<file path="src/rtl/tour_cmd_sequencer_pkg.sv">
// Shared types and constants for the Knight command sequencer and anything that drives it.
// Command words are {opcode[3:0], heading[7:0], squares[3:0]} for moves.
package tour_cmd_sequencer_pkg;

   typedef enum logic [2:0] {
      IDLE,
      SEND,
      WAIT_SNT,
      WAIT_RESP,
      HALT
   } state_e;

   localparam logic [1:0] ERR_NONE    = 2'd0;
   localparam logic [1:0] ERR_NAK     = 2'd1;
   localparam logic [1:0] ERR_SNT_TO  = 2'd2;
   localparam logic [1:0] ERR_RESP_TO = 2'd3;

   localparam logic [15:0] CAL_GYRO  = 16'h2000;
   localparam logic [3:0]  OPC_MOVE  = 4'h4;
   localparam logic [3:0]  OPC_FANF  = 4'h5;
   localparam logic [3:0]  OPC_TOUR  = 4'h6;

   localparam logic [7:0]  HDG_NORTH = 8'h00;
   localparam logic [7:0]  HDG_WEST  = 8'h3F;
   localparam logic [7:0]  HDG_SOUTH = 8'h7F;
   localparam logic [7:0]  HDG_EAST  = 8'hBF;

   localparam logic [7:0]  POS_ACK   = 8'hA5;

   function automatic logic [15:0] mk_move(input logic [7:0] hdg, input logic [3:0] sq);
      return {OPC_MOVE, hdg, sq};
   endfunction

   function automatic logic [15:0] mk_tour(input logic [3:0] x, input logic [3:0] y);
      return {OPC_TOUR, 4'h0, x, y};
   endfunction

endpackage

</file>
<file path="src/rtl/tour_cmd_sequencer_fifo.sv">
// Synchronous command FIFO; flush empties it in one clock and wins over a same-cycle write.
// A write while full is accepted only when a read frees a slot in the same cycle.
module cmd_fifo #(
   parameter int unsigned DEPTH = 16,
   parameter int unsigned WIDTH = 16
) (
   input  logic             clk_i,
   input  logic             rst_i,
   input  logic             flush_i,
   input  logic             wr_en_i,
   input  logic [WIDTH-1:0] wr_data_i,
   input  logic             rd_en_i,
   output logic [WIDTH-1:0] rd_data_o,
   output logic             full_o,
   output logic             empty_o
);
   localparam int unsigned AW = (DEPTH > 1) ? $clog2(DEPTH) : 1;
   localparam logic [AW:0] FULL_CNT = (AW+1)'(DEPTH);

   logic [WIDTH-1:0] mem_q [DEPTH];
   logic [AW-1:0]    wr_ptr_q;
   logic [AW-1:0]    rd_ptr_q;
   logic [AW:0]      count_q;
   logic             do_rd;
   logic             do_wr;

   assign empty_o   = (count_q == '0);
   assign full_o    = (count_q == FULL_CNT);
   assign rd_data_o = mem_q[rd_ptr_q];
   assign do_rd     = rd_en_i && !empty_o && !flush_i;
   assign do_wr     = wr_en_i && (!full_o || do_rd) && !flush_i;

   always_ff @(posedge clk_i) begin
      if (do_wr) begin
         mem_q[wr_ptr_q] <= wr_data_i;
      end
   end

   always_ff @(posedge clk_i) begin
      if (rst_i || flush_i) begin
         wr_ptr_q <= '0;
         rd_ptr_q <= '0;
         count_q  <= '0;
      end else begin
         if (do_wr) begin
            wr_ptr_q <= wr_ptr_q + AW'(1);
         end
         if (do_rd) begin
            rd_ptr_q <= rd_ptr_q + AW'(1);
         end
         case ({do_wr, do_rd})
            2'b10:   count_q <= count_q + (AW+1)'(1);
            2'b01:   count_q <= count_q - (AW+1)'(1);
            default: count_q <= count_q;
         endcase
      end
   end

endmodule

</file>
<file path="src/rtl/tour_cmd_sequencer.sv">
// Drains queued Knight commands into RemoteComm one at a time, checking each response byte.
// Halts on NAK or timeout; abort is deferred until the current handshake resolves.
module tour_cmd_sequencer
   import tour_cmd_sequencer_pkg::*;
#(
   parameter int unsigned DEPTH        = 16,
   parameter logic [7:0]  ACK_BYTE     = 8'hA5,
   parameter int unsigned TIMEOUT_CLKS = 50000000
) (
   input  logic        clk,
   input  logic        rst,
   input  logic        wr_en,
   input  logic [15:0] wr_cmd,
   input  logic        start,
   input  logic        abort,
   output logic [15:0] cmd,
   output logic        snd_cmd,
   input  logic        cmd_snt,
   input  logic        resp_rdy,
   input  logic [7:0]  resp,
   output logic        busy,
   output logic        done,
   output logic        err,
   output logic [1:0]  err_code,
   output logic [7:0]  cmds_acked,
   output logic        full,
   output logic        empty
);
   localparam int unsigned TW = $clog2(TIMEOUT_CLKS + 1);
   localparam logic [TW-1:0] TMO_LAST = TW'(TIMEOUT_CLKS - 1);

   state_e        state_q;
   logic [15:0]   cmd_q;
   logic          snd_cmd_q;
   logic          busy_q;
   logic          done_q;
   logic          err_q;
   logic [1:0]    err_code_q;
   logic [7:0]    acked_q;
   logic          abort_q;
   logic [TW-1:0] tmo_q;

   logic [15:0]   fifo_data;
   logic          pop;
   logic          flush;
   logic          abort_pend;
   logic          tmo_hit;

   assign abort_pend = abort_q || abort;
   assign tmo_hit    = (tmo_q == TMO_LAST);

   cmd_fifo #(
      .DEPTH (DEPTH),
      .WIDTH (16)
   ) u_fifo (
      .clk_i     (clk),
      .rst_i     (rst),
      .flush_i   (flush),
      .wr_en_i   (wr_en),
      .wr_data_i (wr_cmd),
      .rd_en_i   (pop),
      .rd_data_o (fifo_data),
      .full_o    (full),
      .empty_o   (empty)
   );

   // FIFO pop/flush decisions are shared by the state register update below.
   always_comb begin
      pop   = 1'b0;
      flush = 1'b0;
      case (state_q)
         IDLE, HALT: begin
            if (abort) begin
               flush = 1'b1;
            end else if (start && !empty) begin
               pop = 1'b1;
            end
         end
         WAIT_SNT: begin
            if (!cmd_snt && tmo_hit && abort_pend) begin
               flush = 1'b1;
            end
         end
         WAIT_RESP: begin
            if (resp_rdy) begin
               if (abort_pend) begin
                  flush = 1'b1;
               end else if (resp == ACK_BYTE && !empty) begin
                  pop = 1'b1;
               end
            end else if (tmo_hit && abort_pend) begin
               flush = 1'b1;
            end
         end
         default: ;
      endcase
   end

   always_ff @(posedge clk) begin
      if (rst) begin
         state_q    <= IDLE;
         cmd_q      <= '0;
         snd_cmd_q  <= 1'b0;
         busy_q     <= 1'b0;
         done_q     <= 1'b0;
         err_q      <= 1'b0;
         err_code_q <= ERR_NONE;
         acked_q    <= '0;
         abort_q    <= 1'b0;
         tmo_q      <= '0;
      end else begin
         snd_cmd_q <= 1'b0;
         if (abort) begin
            abort_q <= 1'b1;
         end
         case (state_q)
            IDLE, HALT: begin
               abort_q <= 1'b0;
               if (!flush && start) begin
                  if (pop) begin
                     cmd_q      <= fifo_data;
                     done_q     <= 1'b0;
                     err_q      <= 1'b0;
                     err_code_q <= ERR_NONE;
                     acked_q    <= '0;
                     busy_q     <= 1'b1;
                     state_q    <= SEND;
                  end else begin
                     done_q <= 1'b1;
                  end
               end
            end
            SEND: begin
               snd_cmd_q <= 1'b1;
               tmo_q     <= '0;
               state_q   <= WAIT_SNT;
            end
            WAIT_SNT: begin
               if (cmd_snt) begin
                  tmo_q   <= '0;
                  state_q <= WAIT_RESP;
               end else if (tmo_hit) begin
                  busy_q  <= 1'b0;
                  abort_q <= 1'b0;
                  if (abort_pend) begin
                     done_q  <= 1'b0;
                     state_q <= IDLE;
                  end else begin
                     err_q      <= 1'b1;
                     err_code_q <= ERR_SNT_TO;
                     state_q    <= HALT;
                  end
               end else begin
                  tmo_q <= tmo_q + TW'(1);
               end
            end
            WAIT_RESP: begin
               if (resp_rdy) begin
                  // A pending abort swallows this response instead of advancing the run.
                  if (abort_pend) begin
                     busy_q  <= 1'b0;
                     done_q  <= 1'b0;
                     abort_q <= 1'b0;
                     state_q <= IDLE;
                  end else if (resp == ACK_BYTE) begin
                     if (acked_q != 8'hFF) begin
                        acked_q <= acked_q + 8'd1;
                     end
                     if (pop) begin
                        cmd_q   <= fifo_data;
                        state_q <= SEND;
                     end else begin
                        done_q  <= 1'b1;
                        busy_q  <= 1'b0;
                        state_q <= IDLE;
                     end
                  end else begin
                     err_q      <= 1'b1;
                     err_code_q <= ERR_NAK;
                     busy_q     <= 1'b0;
                     state_q    <= HALT;
                  end
               end else if (tmo_hit) begin
                  busy_q  <= 1'b0;
                  abort_q <= 1'b0;
                  if (abort_pend) begin
                     done_q  <= 1'b0;
                     state_q <= IDLE;
                  end else begin
                     err_q      <= 1'b1;
                     err_code_q <= ERR_RESP_TO;
                     state_q    <= HALT;
                  end
               end else begin
                  tmo_q <= tmo_q + TW'(1);
               end
            end
            default: state_q <= IDLE;
         endcase
      end
   end

   assign cmd        = cmd_q;
   assign snd_cmd    = snd_cmd_q;
   assign busy       = busy_q;
   assign done       = done_q;
   assign err        = err_q;
   assign err_code   = err_code_q;
   assign cmds_acked = acked_q;

endmodule

</file>
<file path="config.mk">
export PLATFORM = sky130hd
export DESIGN_NAME = tour_cmd_sequencer
export DESIGN_NICKNAME = d
export VERILOG_FILES = /design/src/rtl/tour_cmd_sequencer_pkg.sv /design/src/rtl/tour_cmd_sequencer_fifo.sv /design/src/rtl/tour_cmd_sequencer.sv
export SDC_FILE = /design/constraint.sdc
export NUM_CORES = 1
export LEC_CHECK = 0
export ABC_CLOCK_PERIOD_IN_PS = 3800
export CAP_MARGIN = 20
export CORE_MARGIN = 5
export CORE_UTILIZATION = 25
export DETAILED_ROUTE_END_ITERATION = 7
export DONT_BUFFER_PORTS = 1
export PLACE_DENSITY = 0.39
export REMOVE_ABC_BUFFERS = 1
export SYNTH_ARGS = -nofsm -noshare
export SYNTH_HDL_FRONTEND = slang
export SYNTH_SLANG_ARGS = --single-unit
</file>
<file path="constraint.sdc">
create_clock -name clk -period 3.8 [get_ports clk]
set_input_delay 0.38 -clock clk [delete_from_list [all_inputs] [get_ports clk]]
set_output_delay 0.38 -clock clk [all_outputs]
set_load 0.01 [all_outputs]
</file>
==> results_dict.tcl, run 1 <==
set metrics [dict create \
    status "completed" \
    slew_violations 0 \
    rows 85 \
    min_period_ns 3.42 \
    cp.arrival_ns 3.84 \
    critPathRequiredTime_ns 4.22 \
    ys_seq_area_frac 0.679 \
    start_kind "flip-flop" \
    synth.area.top_cells "edfxtp_1 57%, dfxtp_1 11%, mux4_2 11%, nor2_1 1.3%, a221oi_1 1.1%" \
    grt_first_pass_wirelength_um 54200 \
    slowest_delay_ns 0.72 \
    synth_area_sq_um 13600 \
    synth_cell_types 68 \
    tightest_slew_ns 1.01 \
    hold_start "wr_en" \
    placed_area_sq_um 14700 \
    place_congestion 0.708 \
    grt_max_degree 53 \
    drtIter0Drc 428 \
    rsz0062_at_grt "false" \
    area_growth_syn_to_layout_pct 18.1 \
    fin_crit_sh 0.901 \
    power_mw 7.88 \
    portBuffers 0 \
    hold_violations 0 \
    fmaxAchievable_mhz 292 \
    yosys_most_used_dff "edfxtp_1" \
    dieWidth_um 243 \
    grt-ovfl-total 0 \
    crit_type "reg -> reg" \
    postCtsSetupBuffers 0 \
    numCtsBuffers 40 \
    vias_per_cell 4.80 \
    synth.top_cell.area_share 0.566 \
    drtAntennaViolNets 0 \
    vdd_drop_max_v 0.000323 \
    clk_latency_ns 0.55 \
    hold_class "in -> reg" \
    dp.cells 1544 \
    vias 7865 \
    die_h_um 243 \
    critPathCaptureType "flip-flop" \
    grt_pass1_vias 7962 \
    max_cap_viol_count 0 \
    numClockSinks 333 \
    grt_usage 0.121 \
    io_pins 63 \
    synth_cells 858 \
    fin_area_sq_um 16100 \
    instances_no_fill 1637 \
    grt_antenna_before_repair 4 \
    drc 0 \
    avgSynthCellArea_sq_um 15.8 \
    p_leak_nw 4.96 \
    die_area_sq_um 59100 \
    cts_buffer_depth 3 \
    critPathLaunch "u_fifo.count_q[2]$_SDFFE_PP0P_" \
    ys_seq_elements 333 \
    yosysWarnings 0 \
    maxSlewHeadroom 0.327 \
    routed_wl_um 36100 \
    cts_hold_buf 17 \
    holdWs_ns 0.0703 \
    initial_core_util 0.253 \
    clock_skew_ns 0.0280 \
    layout.nets 949 \
    cts_resized 0 \
    dp_hpwl_um 21100 \
    setup_viol 0 \
    drive_gt1_frac 0.205 \
    cp_max_fo 17 \
    wire_per_inst_um 22.1 \
    crit_path_top_delay_cell "or4_1" \
    htree_num_levels 2 \
    cts_tree "built" \
    core_sq_um 53800 \
    p_per_area_nw_per_um2 491 \
    synthArstFlopShare 0 \
    reg2reg_from "u_fifo.count_q[2]$_SDFFE_PP0P_" \
    clk_pin_slew_worst_paths_ns 0.06 \
    synth_edf_count 256 \
    crit_chain "or4_1, o41ai_4, a311o_2, buf_4, ha_1, o21ai_0, o311a_1, nor3_1, xnor2_1, nor2_1" \
    drt_pass1_iterations 4 \
    synth_top_area_cell "edfxtp_1" \
    cts_root_buffer "clkbuf_16" \
]
## critical path, delay by kind of cell, from the launching register on
kind | cells | cell delay [ns]
AOI/OAI and AO/OA | 4 | 1.23
and+or+nand+nor | 3 | 1.01
DFF | 1 | 0.36
buffers and inverters | 1 | 0.28
adders and majority gates | 1 | 0.27
xor gates and xnor gates | 1 | 0.14
## area by class of cell
type / instances / area (sq um)
Tap cell: 696 / 871
Multi-Input combinational cell: 466 / 4190
Fill cell: 5344 / 37800
Antenna cell: 4 / 10.0
Timing Repair Buffer: 58 / 510
Inverter: 8 / 30.0
Clock buffer: 58 / 1130
Clock inverter: 14 / 80.1
Sequential cell: 333 / 9230
## power by group
part | total (mW) | leakage (nW) | switching (mW) | internal (mW)
Sequential | 3.98 | 2.93 | 0.0280 | 3.96
Clock | 3.55 | 0.584 | 1.49 | 2.07
Combinational | 0.344 | 1.45 | 0.217 | 0.127
Total | 7.88 | 4.96 | 1.73 | 6.15
## routing by layer
| metal | share of wire | GRT usage |
|---|---|---|
| met5 | 0.00019 | 0 |
| met4 | 0.013 | 0.0244 |
| met3 | 0.050 | 0.0268 |
| met2 | 0.45 | 0.183 |
| met1 | 0.49 | 0.178 |
## worst paths after layout
| kind | cells after the start | slack, ns | endpoint |
|---|---|---|---|
| worst max-delay path | 10 | 0.38 | u_fifo.count_q[4]$_SDFFE_PP0P_ |
| worst min-delay path | 3 | 0.07 | u_fifo.wr_ptr_q[1]$_SDFFE_PP0P_ |
| worst max register to register | 10 | 0.38 | u_fifo.count_q[4]$_SDFFE_PP0P_ |
| worst min register to register | 2 | 0.50 | tmo_q[6]$_SDFFE_PP0P_ |
## cells by family (layout without fill, tap and decap cells)
| family | count (synthesis) | after routing | synth area share |
|---|---|---|---|
| AO/OA/AOI/OAI | 148 | 148 | 0.0771 |
| multiplexers | 68 | 68 | 0.109 |
| flip-flops | 333 | 333 | 0.679 |
| other | 0 | 4 | 0 |
| XOR/XNOR | 20 | 20 | 0.0129 |
| adder cells (fa/ha/maj) | 11 | 11 | 0.0101 |
| buffers and inverters | 59 | 138 | 0.0195 |
| AND/OR/NAND/NOR | 219 | 219 | 0.0924 |
## through the flow
stage	setup slack [ns]	util	TNS (ns)
floorplan	-0.271	-	-9.84
global placement	0.412	0.272	0
detailed placement	0.374	0.272	0
CTS	0.358	0.298	0
global route	0.0631	0.298	0
finish	0.377	0.298	0
## placed cells by master (no fill, tap or decap), types with 5 or more instances in the layout
cell type      Yosys  final
dlygate4sd3_1      0     17
o211ai_1          12     12
or4_1             16     16
o21ai_0           22     22
dfxtp_1           77     75
nor2_1            46     41
ha_1              11     11
o22ai_1           16     16
nand2_1           32     32
inv_1              8      8
nor2_2             0      5
nor3_2             0      7
a221oi_1          17     17
o31ai_1            6      6
nor3_1            12      5
or3_1              8      8
nor4_1             5      5
clkbuf_16          0     41
nor4b_2            1      5
clkbuf_1          29     13
xnor2_1            8      8
clkinv_1           0      8
nand3_1           23     23
nand4_1           10     10
a22o_1            16     16
edfxtp_1         256    256
xor2_1            12     12
and3_1             7      7
nand2b_1          22     22
a21oi_1           25     24
buf_4              1     38
mux4_2            64     64
## sequential cells by signal, summed over array words and instances (netlist names), named ones only
signal / cells
done: 1
state_q: 3
busy: 1
cmd: 16
u_fifo.wr_ptr_q: 4
u_fifo.mem_q: 256
tmo_q: 26
err: 1
cmds_acked: 8
err_code: 2
u_fifo.count_q: 5
abort_q: 1
snd_cmd: 1
u_fifo.rd_ptr_q: 4
## Yosys cell counts, types with 3 or more instances
cell / count
nand2b_1: 22
a221oi_1: 17
nand4_1: 10
o31ai_1: 6
nor2_1: 46
a21oi_1: 25
ha_1: 11
xnor2_1: 8
nor4_1: 5
a22o_1: 16
o211ai_1: 12
edfxtp_1: 256
a211oi_1: 3
inv_1: 8
o22ai_1: 16
and2_1: 3
mux2i_1: 4
a31oi_1: 3
mux4_2: 64
clkbuf_1: 29
o21bai_1: 3
nor2b_1: 5
nand2_1: 32
o21ai_0: 22
buf_2: 16
or2_2: 4
xor2_1: 12
dfxtp_1: 77
o2111ai_1: 3
a21o_1: 3
and3_1: 7
nor3_1: 12
nor4b_1: 6
or4_1: 16
o21ai_1: 3
or3_1: 8
nand3_1: 23
No activity file was read; power rests on OpenSTA's default activity.
==> run 2: changes to the inputs <==
Settings changed: SLEW_MARGIN set to 25.
==> run 2 against run 1 <==
Against the previous run:
- first-iteration DRC count rose by 37%
- critical path depth unchanged
- clock power grew 4%
- die area unchanged
- largest cell class unchanged
- clock skew increased by 0.0012 ns
- critical path type unchanged
- total power up 2.0%
- fmax fell by 0.50%
- worst setup slack got worse by 0.017 ns
- flip-flop and latch count stayed put
- global-route usage up 0.28 points
==> results_dict.tcl, run 2 (synthesis results as in run 1) <==
set metrics [dict create \
    status "completed" \
    die_area_sq_um 59100 \
    fmaxAchievable_mhz 291 \
    layout.nets 948 \
    top_register "u_fifo.mem_q" \
    initial_core_util 0.253 \
    rows 85 \
    power_mw 8.03 \
    crit_chain "or4_1, o41ai_4, a311o_2, buf_4, ha_1, o21ai_0, o311a_1, nor3_1, xnor2_1, nor2_1" \
    hold_violations 0 \
    slew_violations 0 \
    portBuffers 0 \
    p_leak_nw 5.00 \
    tns_ns 0 \
    grt_max_degree 53 \
    most-common-layout-cells "256 x edfxtp_1, 75 x dfxtp_1, 64 x mux4_2" \
    vias 7838 \
    crit_path_top_delay_cell "or4_1" \
    drtAntennaViolNets 0 \
    drt_pass1_iterations 5 \
    holdWs_ns 0.0375 \
    area_growth_syn_to_layout_pct 18.6 \
    grt_antenna_before_repair 7 \
    start_kind "flip-flop" \
    cp.arrival_ns 3.87 \
    cp.buffers_inverters 1 \
    rsz0062_at_grt "false" \
    p_per_area_nw_per_um2 498 \
    dp_hpwl_um 21100 \
    place_ws_ns 0.329 \
    cts_buffer_depth 3 \
    dieWidth_um 243 \
    max_cap_viol_count 0 \
    tightest_slew_ns 1.02 \
    timing.final.ws_setup_ns 0.360 \
    grt_pass1_vias 7900 \
    core_sq_um 53800 \
    wire_per_inst_um 22.5 \
    drive_gt1_frac 0.212 \
    htree_num_levels 2 \
    fin_area_sq_um 16100 \
    clk_latency_ns 0.57 \
    fin_crit_sh 0.905 \
    grt-ovfl-total 0 \
    numClockSinks 333 \
    final_common_cell "edfxtp_1" \
    cts_root_buffer "clkbuf_16" \
    clk_pin_slew_worst_paths_ns 0.06 \
    drc 0 \
    placed_area_sq_um 14700 \
    cts_tree "built" \
    routed_wl_um 36800 \
    io_pins 63 \
    slowest_delay_ns 0.72 \
    largest_register_ffs 256 \
    min_period_ns 3.44 \
    grt_first_pass_wirelength_um 54800 \
    dp.cells 1543 \
    crit_type "reg -> reg" \
    path_delay_family "compound AO/OA/AOI/OAI gates" \
    hold_class "in -> reg" \
    instances_no_fill 1636 \
    critPathCaptureType "flip-flop" \
    maxSlewHeadroom 0.320 \
    setup_viol 0 \
    drtIter0Drc 585 \
    vdd_drop_max_v 0.000264 \
    grt_usage 0.123 \
    clock_skew_ns 0.0292 \
    critPathRequiredTime_ns 4.23 \
    place_congestion 0.708 \
    die_h_um 243 \
    cp_max_fo 17 \
    final_core_util 0.300 \
    numCtsBuffers 40 \
    vias_per_cell 4.79 \
]
## run 2: per-layer routing
metal / wire length, um / track usage / up-vias
li1: - / - / 3564
met1: 17200 / 0.176 / 4046
met3: 2130 / 0.0296 / 46
met5: 21 / 0 / -
met4: 596 / 0.0292 / 4
met2: 16900 / 0.191 / 178
## run 2: worst register-to-register path, stage by stage (launching register included)
cell and delay (ns):
dfxtp_1 0.37, or4_1 0.72, o41ai_4 0.53, a311o_2 0.21
buf_4 0.28, ha_1 0.27, o21ai_0 0.14, o311a_1 0.35
nor3_1 0.26, xnor2_1 0.15, nor2_1 0.05
## run 2: layout make-up
| cell class | count | area [sq um] |
|---|---|---|
| multi-input cells | 466 | 4190 |
| repair buffers | 57 | 505 |
| flip-flops and latches | 333 | 9230 |
| clock buffers | 52 | 1080 |
| fillers | 5327 | 37700 |
| clock inverters | 20 | 209 |
| inverters | 8 | 30.0 |
| diodes | 4 | 10.0 |
| well taps | 696 | 871 |
## run 2: worst paths after layout
kind,end,depth (start not counted),start,slack [ns]
worst max-delay path,u_fifo.count_q[4]$_SDFFE_PP0P_,10,u_fifo.count_q[2]$_SDFFE_PP0P_,0.36
worst max register to register,u_fifo.count_q[4]$_SDFFE_PP0P_,10,u_fifo.count_q[2]$_SDFFE_PP0P_,0.36
worst min-delay path,tmo_q[24]$_SDFFE_PP0P_,2,rst,0.04
worst min register to register,u_fifo.count_q[3]$_SDFFE_PP0P_,2,u_fifo.count_q[3]$_SDFFE_PP0P_,0.50
## run 2: what timing repair did
action | 4_1_cts | 5_1_grt
hold buffers | 17 | 0
setup buffers | 0 | 0
hold endpoints to repair | 271 | 0
gates resized for setup | 0 | 0
## run 2: power by group
| part | leakage [nW] | total [mW] | internal (mW) | switching [mW] |
|---|---|---|---|---|
| clock network | 0.624 | 3.70 | 2.16 | 1.54 |
| logic | 1.45 | 0.348 | 0.129 | 0.219 |
| registers | 2.93 | 3.98 | 3.96 | 0.0279 |
| total | 5.00 | 8.03 | 6.24 | 1.79 |
==> run 3: changes to the inputs <==
Settings changed: ABC_CLOCK_PERIOD_IN_PS 3800 to 4300, PLACE_DENSITY 0.39 to 0.37.
Clock period 3.8 ns to 4.3 ns, I/O delays scaled along.
==> run 3 against run 2 <==
Against the previous run:
- clock-buffer cell count rose by 9
- total power fell by 13%
- sequential share of layout area rose by 0.45 points
- utilization fell by 0.23 points
- die area did not move
- clock skew fell by 0.0077 ns
- final cell count fell by 0.43%
- global-route usage fell by 0.13 points
- combinational power fell by 16%
- non-clock buffer count fell by 5
- clock power fell by 14%
- largest power group unchanged
- routed wire length fell by 0.75%
==> results_dict.tcl, run 3 (synthesis results as in run 1) <==
set metrics [dict create \
    routed_wl_um 36600 \
    die_h_um 243 \
    vdd_drop_max_v 0.000295 \
    dp_hpwl_um 21000 \
    worstHoldPathCells 2 \
    maxSlewHeadroom 0.475 \
    place_congestion 0.730 \
    top_register "u_fifo.mem_q" \
    slew_violations 0 \
    wl_met3_um 1750 \
    numClockSinks 333 \
    area_growth_syn_to_layout_pct 17.8 \
    wl_met1_um 17000 \
    hold_violations 0 \
    layout.nets 943 \
    cts_resized 0 \
    htree_num_levels 2 \
    cts_tree "built" \
    slowest_delay_ns 0.74 \
    rows 85 \
    clock_skew_ns 0.0215 \
    grt_first_pass_wirelength_um 54400 \
    max_cap_viol_count 0 \
    start_kind "flip-flop" \
    die_area_sq_um 59100 \
    critical_path.most_common_cell "ha_1" \
    grt_usage 0.122 \
    setup_viol 0 \
    status "completed" \
    p_per_area_nw_per_um2 438 \
    largest_register_ffs 256 \
    critPathRequiredTime_ns 4.73 \
    cp.arrival_ns 4.08 \
    hold_class "in -> reg" \
    routed-wl-met2_um 17000 \
    vias 7723 \
    crit_path_top_delay_cell "or4_1" \
    most-common-layout-cells "256 x edfxtp_1, 75 x dfxtp_1, 64 x mux4_2" \
    drt_pass1_iterations 4 \
    tns_ns 0 \
    dr.max_layer_used "met5" \
    clk_latency_ns 0.57 \
    grt_antenna_before_repair 3 \
    p_leak_nw 4.94 \
    portBuffers 0 \
    min_period_ns 3.65 \
    tightest_slew_ns 0.784 \
    final_common_cell "edfxtp_1" \
    rsz0062_at_grt "false" \
    cts_hold_buf 17 \
    fmaxAchievable_mhz 274 \
    drtAntennaViolNets 0 \
    cp_max_fo 9 \
    cts_buffer_depth 3 \
    initial_core_util 0.253 \
    vias_per_cell 4.74 \
    critPathCaptureType "flip-flop" \
    crit_type "reg -> reg" \
    crit_chain "or4_1, o41ai_4, a311o_2, ha_1, xor2_1, ha_1, o21ai_0, o311a_1, nor3_1, xnor2_1, nor2_1" \
    drtIter0Drc 468 \
    drive_gt1_frac 0.200 \
    grt-ovfl-total 0 \
    wire_per_inst_um 22.4 \
    postCtsSetupBuffers 0 \
    cts_root_buffer "clkbuf_16" \
    clk_pin_slew_worst_paths_ns 0.06 \
    grt_max_degree 35 \
    drc 0 \
    io_pins 63 \
    ff2ff_path_depth 11 \
    core_sq_um 53800 \
    dieWidth_um 243 \
    power_mw 7.02 \
    numCtsBuffers 40 \
    fin_crit_sh 0.848 \
    grt_pass1_vias 7893 \
]
==> run 3: cell types whose count changed in the layout (fill, tap and decap cells not counted), sizes merged <==
cell / delta
clkinv: -6
buf: -6
clkinvlp: -1
diode: -2
bufinv: -2
dlygate4sd3: +1
clkbuf: +9
==> run 3: area by class of cell <==
type | instances | area, sq um
clock buffer | 61 | 1150
clock inverter | 11 | 75.1
antenna | 2 | 5.00
inverter | 8 | 30.0
multi-input combinational | 466 | 4190
fill | 5333 | 37800
timing repair buffer | 52 | 445
tap | 696 | 871
sequential | 333 | 9240
==> run 3: path summary, 6_finish.rpt <==
kind / slack [ns] / end / start
hold / removal: 0.07 / cmd[11]$_SDFFE_PP0P_ / rst
setup / recovery: 0.65 / u_fifo.count_q[4]$_SDFFE_PP0P_ / u_fifo.count_q[2]$_SDFFE_PP0P_
setup reg to reg: 0.65 / u_fifo.count_q[4]$_SDFFE_PP0P_ / u_fifo.count_q[2]$_SDFFE_PP0P_
hold reg to reg: 0.49 / u_fifo.count_q[3]$_SDFFE_PP0P_ / u_fifo.count_q[3]$_SDFFE_PP0P_
==> run 3: worst max-delay path: cells and delay by family, from the launching register on <==
| family | cells | cell delay, ns |
|---|---|---|
| AO/OA/AOI/OAI | 4 | 1.26 |
| XOR/XNOR | 2 | 0.33 |
| adder cells (fa/ha/maj) | 2 | 0.53 |
| flip-flops | 1 | 0.36 |
| AND/OR/NAND/NOR | 3 | 1.01 |
==> run 3: metrics by stage <==
stage                     utilization  cells  setup WS [ns]  hold slack (ns)  cell area (sq um)
after floorplan                     -    807          0.229            0.452              13400
after global placement          0.271   1538          0.697            0.475              14600
after detailed placement        0.271   1538          0.654            0.479              14600
after CTS                       0.297   1627          0.647           0.0193              16000
after global routing            0.297   1628          0.374           0.0483              16000
final                           0.297   1629          0.653           0.0744              16000
==> run 3: power breakdown <==
part | internal, mW | leakage [nW] | switching, mW
Sequential | 3.50 | 2.93 | 0.0317
Clock | 1.85 | 0.595 | 1.34
Combinational | 0.110 | 1.42 | 0.185
==> run 3: routing by layer <==
layer,vias up,global-route usage
li1,3556,-
met1,3982,0.166
met2,126,0.195
met3,57,0.0319
met4,2,0.0329
met5,-,0
